===== src/rtl/vga_update_scheduler_if.sv =====
// Producer-side write request bus for the display update scheduler.
// Producers drive req/addr/data; the scheduler returns grant and ack.
interface vga_update_scheduler_if #(
    parameter int NREQ = 4,
    parameter int AW   = 4,
    parameter int DW   = 8
);
    logic [NREQ-1:0]    req;
    logic [NREQ*AW-1:0] wr_addr;
    logic [NREQ*DW-1:0] wr_data;
    logic [NREQ-1:0]    gnt;
    logic [NREQ-1:0]    ack;

    modport master (
        output req,
        output wr_addr,
        output wr_data,
        input  gnt,
        input  ack
    );

    modport slave (
        input  req,
        input  wr_addr,
        input  wr_data,
        output gnt,
        output ack
    );
endinterface


===== src/rtl/vga_update_scheduler.sv =====
// Round-robin display-register writer that only updates during vblank.
// Each write takes three clocks: grant/strobe, ack, then re-arbitrate.
module vga_update_scheduler #(
    parameter int NREQ   = 4,
    parameter int AW     = 4,
    parameter int DW     = 8,
    parameter int VD     = 480,
    parameter int VT     = 525,
    parameter int MAX_WR = 16
) (
    input  logic                  clk,
    input  logic                  reset,
    input  logic                  tick,
    input  logic [9:0]            pixelx,
    input  logic [9:0]            pixely,
    vga_update_scheduler_if.slave bus,
    output logic                  reg_we,
    output logic [AW-1:0]         reg_addr,
    output logic [DW-1:0]         reg_data,
    output logic                  vblank,
    output logic                  frame_start,
    output logic                  starved
);
    localparam int LW = (NREQ > 1) ? $clog2(NREQ) : 1;
    localparam int CW = $clog2(MAX_WR + 1);
    localparam logic [CW-1:0] CMAX = CW'(MAX_WR);
    localparam logic [LW-1:0] LAST_RST = LW'(NREQ - 1);

    localparam logic [1:0] S_WAIT = 2'd0;
    localparam logic [1:0] S_ARB  = 2'd1;
    localparam logic [1:0] S_WR   = 2'd2;
    localparam logic [1:0] S_ACK  = 2'd3;

    logic [1:0]      state_q, state_d;
    logic [NREQ-1:0] gnt_q, gnt_d;
    logic [NREQ-1:0] ack_q, ack_d;
    logic            reg_we_q, reg_we_d;
    logic [AW-1:0]   reg_addr_q, reg_addr_d;
    logic [DW-1:0]   reg_data_q, reg_data_d;
    logic [LW-1:0]   last_q, last_d;
    logic [CW-1:0]   cnt_q, cnt_d;
    logic            vblank_q, vblank_d;
    logic            frame_start_q, frame_start_d;
    logic            starved_q, starved_d;

    logic [NREQ-1:0] hi_req;
    logic [LW-1:0]   win;
    logic            found;

    // Window flag, frame pulse and starvation pulse at window close.
    always_comb begin
        vblank_d      = (pixely >= 10'(VD)) && (pixely < 10'(VT - 1));
        frame_start_d = tick && (pixelx == 10'd0) && (pixely == 10'd0);
        starved_d     = vblank_q && !vblank_d && (|bus.req);
    end

    // Winner: lowest request above the last winner, else lowest overall.
    always_comb begin
        hi_req = '0;
        win    = '0;
        found  = |bus.req;
        for (int i = 0; i < NREQ; i++) begin
            hi_req[i] = bus.req[i] && (i > int'(last_q));
        end
        for (int i = NREQ - 1; i >= 0; i--) begin
            if (bus.req[i]) win = LW'(i);
        end
        for (int i = NREQ - 1; i >= 0; i--) begin
            if (hi_req[i]) win = LW'(i);
        end
    end

    // Per-frame write budget, restarted when the window opens.
    always_comb begin
        cnt_d = cnt_q;
        if (vblank_d && !vblank_q) begin
            cnt_d = '0;
        end else if (reg_we_q && (cnt_q < CMAX)) begin
            cnt_d = cnt_q + 1'b1;
        end
    end

    // Grant sequencer: arbitrate, strobe the bank, then ack the winner.
    always_comb begin
        state_d    = state_q;
        gnt_d      = gnt_q;
        ack_d      = '0;
        reg_we_d   = 1'b0;
        reg_addr_d = reg_addr_q;
        reg_data_d = reg_data_q;
        last_d     = last_q;
        unique case (state_q)
            S_WAIT: begin
                if (vblank_q && (cnt_q < CMAX)) state_d = S_ARB;
            end
            S_ARB: begin
                if (!vblank_q || (cnt_q >= CMAX)) begin
                    state_d = S_WAIT;
                end else if (found) begin
                    gnt_d      = '0;
                    gnt_d[win] = 1'b1;
                    reg_we_d   = 1'b1;
                    reg_addr_d = bus.wr_addr[int'(win)*AW +: AW];
                    reg_data_d = bus.wr_data[int'(win)*DW +: DW];
                    last_d     = win;
                    state_d    = S_WR;
                end
            end
            S_WR: begin
                ack_d   = gnt_q;
                state_d = S_ACK;
            end
            S_ACK: begin
                gnt_d   = '0;
                state_d = vblank_q ? S_ARB : S_WAIT;
            end
            default: state_d = S_WAIT;
        endcase
    end

    // State and output registers; reset aborts any write in flight.
    always_ff @(posedge clk or negedge reset) begin
        if (!reset) begin
            state_q       <= S_WAIT;
            gnt_q         <= '0;
            ack_q         <= '0;
            reg_we_q      <= 1'b0;
            reg_addr_q    <= '0;
            reg_data_q    <= '0;
            last_q        <= LAST_RST;
            cnt_q         <= '0;
            vblank_q      <= 1'b0;
            frame_start_q <= 1'b0;
            starved_q     <= 1'b0;
        end else begin
            state_q       <= state_d;
            gnt_q         <= gnt_d;
            ack_q         <= ack_d;
            reg_we_q      <= reg_we_d;
            reg_addr_q    <= reg_addr_d;
            reg_data_q    <= reg_data_d;
            last_q        <= last_d;
            cnt_q         <= cnt_d;
            vblank_q      <= vblank_d;
            frame_start_q <= frame_start_d;
            starved_q     <= starved_d;
        end
    end

    assign bus.gnt     = gnt_q;
    assign bus.ack     = ack_q;
    assign reg_we      = reg_we_q;
    assign reg_addr    = reg_addr_q;
    assign reg_data    = reg_data_q;
    assign vblank      = vblank_q;
    assign frame_start = frame_start_q;
    assign starved     = starved_q;

endmodule


===== src/flat_wrapper.sv =====
// flat-port wrapper written by rule: the top's interface ports become plain ports
module vga_update_scheduler_flat 
#(
    parameter int NREQ   = 4,
    parameter int AW     = 4,
    parameter int DW     = 8,
    parameter int VD     = 480,
    parameter int VT     = 525,
    parameter int MAX_WR = 16
)
  (clk, reset, tick, pixelx, pixely, reg_we, reg_addr, reg_data, vblank, frame_start, starved, bus_req, bus_wr_addr, bus_wr_data, bus_gnt, bus_ack);
  vga_update_scheduler_if #(.NREQ(NREQ), .AW(AW), .DW(DW)) bus_i ();
  input  logic clk;
  input  logic reset;
  input  logic tick;
  input  logic [9:0] pixelx;
  input  logic [9:0] pixely;
  output logic reg_we;
  output logic [AW-1:0] reg_addr;
  output logic [DW-1:0] reg_data;
  output logic vblank;
  output logic frame_start;
  output logic starved;
  input wire logic [$bits(bus_i.req)-1:0] bus_req;
  input wire logic [$bits(bus_i.wr_addr)-1:0] bus_wr_addr;
  input wire logic [$bits(bus_i.wr_data)-1:0] bus_wr_data;
  output wire logic [$bits(bus_i.gnt)-1:0] bus_gnt;
  output wire logic [$bits(bus_i.ack)-1:0] bus_ack;
  assign bus_i.req = bus_req;
  assign bus_i.wr_addr = bus_wr_addr;
  assign bus_i.wr_data = bus_wr_data;
  assign bus_gnt = bus_i.gnt;
  assign bus_ack = bus_i.ack;
  vga_update_scheduler #(.NREQ(NREQ), .AW(AW), .DW(DW), .VD(VD), .VT(VT), .MAX_WR(MAX_WR)) u_core (.clk(clk), .reset(reset), .tick(tick), .pixelx(pixelx), .pixely(pixely), .bus(bus_i), .reg_we(reg_we), .reg_addr(reg_addr), .reg_data(reg_data), .vblank(vblank), .frame_start(frame_start), .starved(starved));
endmodule

===== config.mk =====
export PLATFORM = sky130hd
export DESIGN_NAME = vga_update_scheduler_flat
export DESIGN_NICKNAME = d
export VERILOG_FILES = /design/src/rtl/vga_update_scheduler_if.sv /design/src/rtl/vga_update_scheduler.sv /design/src/flat_wrapper.sv
export SDC_FILE = /design/constraint.sdc
export NUM_CORES = 1
export LEC_CHECK = 0
export ABC_AREA = 1
export BUFFER_PORTS_ARGS = -buffer_cell sky130_fd_sc_hd__buf_2
export CORE_ASPECT_RATIO = 1.25
export CORE_UTILIZATION = 35
export CTS_CLUSTER_DIAMETER = 100
export CTS_CLUSTER_SIZE = 16
export DETAILED_ROUTE_END_ITERATION = 10
export PLACE_DENSITY_LB_ADDON = 0.3
export SLEW_MARGIN = 40
export SYNTH_ARGS = -nofsm -noshare
export SYNTH_HDL_FRONTEND = slang
export SYNTH_SLANG_ARGS = --single-unit

===== constraint.sdc =====
create_clock -name clk -period 1.5 [get_ports clk]
set_clock_uncertainty 0.15 [all_clocks]
set_input_delay 0.3 -clock clk [delete_from_list [all_inputs] [get_ports clk]]
set_output_delay 0.3 -clock clk [all_outputs]
set_load 0.01 [all_outputs]

=== Word-level counts from Yosys, hierarchy flattened ===
Index checks and enable logic that the tools add are counted.

* Register bits: 33
* Input port bits: 75
* Output and inout bits: 24
* Logic and storage cells: 78

* Add/subtract/negate cells: 1
* $lt $le $gt $ge: 9
* Eq/ne operators: 7
* Shift operators: 2
* Mux-type cells: 23
* Bitwise logic cells: 1
* Reduce and logical (&&, ||, !) cells: 24

{| class="wikitable"
|+ Operator list
! cell !! count
|-
| $shiftx A32 B6 Y8 || 1
|-
| $logic_not A10 Y1 || 2
|-
| $mux W2 || 10
|-
| $shiftx A16 B5 Y4 || 1
|-
| $logic_and A1 B1 Y1 || 12
|-
| $mux W4 || 3
|-
| $ge A10 B9 Y1 const B || 1
|-
| $lt A10 B10 Y1 const B || 1
|-
| $mux W5 || 2
|-
| $pmux W2 S4 || 1
|-
| $pmux W4 S2 || 1
|-
| $reduce_and A3 Y1 || 2
|-
| $add A5 B1 Y5 const B || 1
|-
| $ge A5 B5 Y1 const B || 1
|-
| $lt A5 B5 Y1 const B || 1
|-
| $mux W1 || 5
|-
| $eq A2 B2 Y1 const B || 2
|-
| $gt A2 B2 Y1 const A || 2
|-
| $ne A2 B1 Y1 const B || 2
|-
| $reduce_bool A2 Y1 || 2
|-
| $reduce_or A4 Y1 || 1
|-
| $lt A2 B3 Y1 const B || 1
|-
| $ne A3 B1 Y1 const B || 1
|-
| $demux W1 S2 || 1
|-
| other kinds (9) || 10
|}

=== Longest topological paths before layout ===
* Depth in word-level cells: 14
* Depth in mapped cells: 12
* Depth with buffers taken out: 11

=== Worst setup path before layout ===
Ideal clock, no wire load.

* Path type: register to register
* Start: reg u_core.last_q[1]
* End: reg u_core.reg_addr_q[1], in the netlist u_core.reg_addr[1]
* Library setup time: 117 ps
* Arrival: 1323 ps
* Data required time: 1233 ps
* Path slack: -90 ps
* Stages on the path, launching flop included: 11
* Path buffers: 1
* Clock period less this slack: 1590 ps
* Path through: dfstp_2 -> inv_2 -> nand2_1 -> nand3_2 -> nand2_4 -> inv_2 -> buf_6 -> nand3_1 -> nand3_1 -> nor2_1 -> nor2_1

* Longest elaborated chain between the ends: 6
* Elaborated cells between the ends (all ways): 10
* Classes of those cells: 3 x order compare; 1 x shift; 3 x mux; 3 x reduce/logical

{| class="wikitable"
|+ RTL lines
! element !! RTL line !! RTL
|-
| from (decl) || vga_update_scheduler.sv:40 || <nowiki>logic [LW-1:0] last_q, last_d;</nowiki>
|-
| from (signal assigned) || vga_update_scheduler.sv:142 || <nowiki>last_q <= last_d;</nowiki>
|-
| $gt A2 B2 Y1 || vga_update_scheduler.sv:63 || <nowiki>hi_req[i] = bus.req[i] && (i > int'(last_q));</nowiki>
|-
| $logic_and A1 B1 Y1 || vga_update_scheduler.sv:63 ||
|-
| $mux W2 (2 in a row) || vga_update_scheduler.sv:69 || <nowiki>if (hi_req[i]) win = LW'(i);</nowiki>
|-
| $mux W2 * || vga_update_scheduler.sv:69 ||
|-
| $shiftx A16 B5 Y4 * || vga_update_scheduler.sv:103 || <nowiki>reg_addr_d = bus.wr_addr[int'(win)*AW +: AW];</nowiki>
|-
| to (signal assigned) || vga_update_scheduler.sv:140 || <nowiki>reg_addr_q <= reg_addr_d;</nowiki>
|-
| to (decl) || vga_update_scheduler.sv:38 || <nowiki>logic [AW-1:0] reg_addr_q, reg_addr_d;</nowiki>
|}

Every way passes the cells marked *; elsewhere a longest branch is shown, timed or not.
A chain may end at the register's enable or synchronous reset.

=== Final worst setup path ===
* Start: reg u_core.last_q[1]
* End: reg u_core.reg_data_q[0], in the netlist u_core.reg_data[0]

* Longest elaborated chain between the ends: 6
* Elaborated cells between the ends (all ways): 10
* Classes of those cells: 3 x order compare; 1 x shift; 3 x mux; 3 x reduce/logical

{| class="wikitable"
|+ RTL lines
! element !! RTL line !! RTL
|-
| $gt A2 B2 Y1 || vga_update_scheduler.sv:63 ||
|-
| $logic_and A1 B1 Y1 || vga_update_scheduler.sv:63 ||
|-
| $mux W2 (2 in a row) || vga_update_scheduler.sv:69 ||
|-
| $mux W2 * || vga_update_scheduler.sv:69 ||
|-
| $shiftx A32 B6 Y8 * || vga_update_scheduler.sv:104 || <nowiki>reg_data_d = bus.wr_data[int'(win)*DW +: DW];</nowiki>
|-
| to (signal assigned) || vga_update_scheduler.sv:141 || <nowiki>reg_data_q <= reg_data_d;</nowiki>
|-
| to (decl) || vga_update_scheduler.sv:39 || <nowiki>logic [DW-1:0] reg_data_q, reg_data_d;</nowiki>
|}

Marks and branches as above.

==> flow_metrics.py <==
metrics = {
    "setup_path": {
        "crit_top_cell": "nand2_2",
        "max_stage_delay_ps": 560,
        "crit_path_end_kind": "flip-flop",
        "critPathSlowestCell": "dfstp_2",
        "crit_chain": "nand2_2 > nand2_2 > nand3_4 > nand2_8 > nor2_4 > buf_12 > nand2_2 > nand3_2 > nor2_1 > nor2_1",
        "critical_path_class": "flip-flop to flip-flop",
        "worst-path-max-fanout": 8,
        "r2r_slack_ps": -170,
        "cp-start-kind": "flip-flop",
        "cp_data_required_time_ps": 1520,
        "r2r_end": "u_core.reg_data[0]",
        "reg2regPathDepth": 10,
        "crit_arrival_ps": 1690,
        "crit_family": "simple AND/OR/NAND/NOR gates",
        "worstPathBufferInverterCount": 1,
        "worstReg2RegStart": "u_core.last_q[1]",
        "crit_start": "u_core.last_q[1]",
    },
    "clocking": {
        "htreeDepth": 2,
        "cts_tree": "built",
        "root_buffer": "clkbuf_8",
        "path_clk_slew_ps": 60,
        "clock-sinks": 33,
        "ctsLongestPathBuffers": 2,
        "cts_buffers": 5,
        "worstSkewPairLatency_ps": 280,
    },
    "cells_and_area": {
        "fin_util_pct": 55.3,
        "drive_gt1_share_pct": 41.6,
        "nets": 452,
        "diodes": 0,
        "areaGrowthSynthToFinish_pct": 50.7,
        "num-fill-cells": 488,
        "stdcell_count": 439,
    },
    "timing": {
        "grt_setup_unrepaired": "yes",
        "tightest_slew_ps": 350,
        "hold_viol": 0,
        "period_minus_slack_ps": 1670,
        "clock.fmax_mhz": 599,
        "worst_slack_ps": -170,
        "drv_slew": 0,
        "slew_headroom_pct": 76.6,
        "setup-violations-final": 15,
        "period_share_pct": 111,
    },
    "synth": {
        "synth_top_family_by_area": "simple AND/OR/NAND/NOR gates",
        "synthXorXnorAreaFrac_pct": 0.933,
        "synthMuxAreaShare_pct": 0,
        "synth_compound_area_share_pct": 3.40,
        "yosysSeqAreaShare_pct": 44.1,
        "yosys-top-cells-area": "dfrtp_1, nand3_1, nor2_1",
        "synth_flop_cell": "dfrtp_1",
        "yosys-top-cells-count": "nor2_1, nand2_1, nand3_1, dfrtp_1, inv_1",
        "async_reset_ff_share_pct": 100,
        "synth_edf_count": 0,
        "synth_top_area_share_pct": 41.3,
        "synth_top_area_cell": "dfrtp_1",
        "synthesis.area_sq_um": 1880,
        "syn_nets": 330,
        "syn_inst": 254,
        "yosysWarnings": 0,
        "synth.distinct_cells": 26,
        "synthAdderAreaFrac_pct": 0.666,
        "synth_area_per_cell_sq_um": 7.39,
        "synth_most_common_cell": "nor2_1",
        "synthSimpleGateAreaFrac_pct": 41.8,
        "ys_ff_latch": 33,
    },
    "power": {
        "power.density_nw_per_um2": 807,
        "vdd_drop_max_mv": 0.377,
        "leakage_uw": 0.00154,
    },
    "grt": {
        "antenna_found_initial": 0,
        "first_global_vias": 2049,
        "grt_max_degree": 31,
        "grt_pass1_wl_microns": 8770,
        "grt_usage_pct": 20.1,
        "overflow": 0,
    },
    "routing": {
        "avgRoutedWirePerCell_microns": 11.8,
        "drt-total-wl_microns": 5200,
        "drc": 0,
        "via_per_inst": 4.75,
        "firstDrtPassIters": 4,
        "vias": 2085,
        "drt_iter0_markers": 87,
        "ant_nets": 0,
    },
    "hold_path": {
        "hold_path.class": "primary input to flip-flop",
        "holdCritStartpoint": "pixely[0]",
        "min_to": "u_core.frame_start",
        "whs_path_depth": 4,
    },
    "status": {
        "violations": "negative setup slack",
        "status": "finished, violations left",
    },
    "placed_design": {
        "routabilityCongestion": 0.788,
        "dp_cells": 428,
        "portBuffers": 98,
        "hpwl_microns": 4060,
    },
    "floorplanning": {
        "ios": 99,
        "die_height_microns": 83.9,
        "die_x_microns": 67.5,
        "initial_core_util_pct": 36.7,
        "std_cell_rows": 29,
        "die_area_sq_um": 5660,
        "core-area_sq_um": 5120,
    },
    "job": {
        "timing.max_cap.violations": 0,
    },
}
==> cells in the final DEF (no fill, tap or decap), types with 2 or more instances in the layout <==
cell type,count
nand3_4,2
buf_12,5
nand2_4,2
nand2_2,5
nand3_2,4
nand4_1,15
inv_2,3
nand3_1,39
nor4_1,3
dfrtp_1,31
clkbuf_1,2
nor2_1,50
buf_6,2
nand2_8,2
inv_1,20
dfstp_2,2
buf_4,20
nor2_2,2
o21ai_1,2
nand2_1,42
a21oi_1,3
clkbuf_8,6
nor3_1,2
buf_2,98
o21ai_0,4
o22ai_1,2
==> worst register-to-register path: cells and delay by family, from the launching register on <==
| family | cells | cell delay (ps) |
|---|---|---|
| buffers and inverters | 1 | 130 |
| DFF | 1 | 560 |
| and+or+nand+nor | 9 | 710 |
==> registers in the layout, summed over array words and instances, names as in the netlist, named ones only <==
name                flops
u_core.frame_start      1
u_core.vblank           1
u_core.bus.gnt          4
u_core.reg_data         8
u_core.state_q          1
u_core.last_q           2
u_core.starved          1
u_core.cnt_q            5
u_core.bus.ack          4
u_core.reg_we           1
u_core.reg_addr         4
==> where the power goes <==
group          switching (uW)  internal [uW]  leakage [uW]
clock network             310            374     0.0000455
logic                     317            292       0.00105
registers                37.5            953      0.000449
total                     665           1620       0.00154
==> per-layer routing <==
layer / GRT usage, % / up-vias / wire [microns]
met5: 0 / - / 0
met1: 22.7 / 934 / 2040
met4: 7.35 / 0 / 111
li1: - / 1078 / -
met2: 35.4 / 62 / 2810
met3: 4.51 / 11 / 228
==> per-stage QoR <==
stage | power [uW] | worst slack [ps] | instance area, sq um | TNS, ps | hold slack (ps)
final | 2280 | -170 | 2830 | -1750 | 127
after global routing | 2420 | -230 | 2830 | -2890 | 142
after CTS | 2270 | -133 | 2730 | -1360 | 119
after detailed placement | 1570 | -157 | 2620 | -1800 | 77.4
after global placement | 1560 | -137 | 2620 | -1560 | 80.0
after floorplan | 1290 | -40.5 | 1900 | -361 | -146
==> worst max path at each step <==
stage                               endpoint  slack (ps)  depth (start not counted)
after floorplan           u_core.reg_addr[1]         -40                         10
after global placement    u_core.reg_data[7]        -140                         10
after detailed placement  u_core.reg_data[0]        -160                         10
after CTS                 u_core.reg_data[3]        -130                          8
after global routing      u_core.reg_addr[2]        -230                         10
final                     u_core.reg_data[0]        -170                         10
==> logic make-up (layout without fill, tap and decap cells) <==
logic type,after synthesis,after routing
AND/OR/NAND/NOR,170,170
buffers and inverters,36,159
flip-flops,33,33
AO/OA/AOI/OAI,12,12
XOR/XNOR,2,2
adder cells (fa/ha/maj),1,1
==> what timing repair did <==
action                                  CTS  global route
hold endpoints to repair                 13             0
resized for setup                         2            18
buffers inserted                          0             4
pin swaps                                 1            10
hold buffers                              1             0
endpoints found under the setup margin   16            18
==> final cells by class <==
cell class / count / area [sq um] / area share, %
multi-input cells: 185 / 960 / 33.9
flip-flops and latches: 33 / 828 / 29.3
repair buffers: 126 / 773 / 27.3
inverters: 25 / 101 / 3.58
clock buffers: 8 / 90.1 / 3.18
well taps: 62 / 77.6 / 2.74
Note: power is estimated with default switching activity, not from simulation.
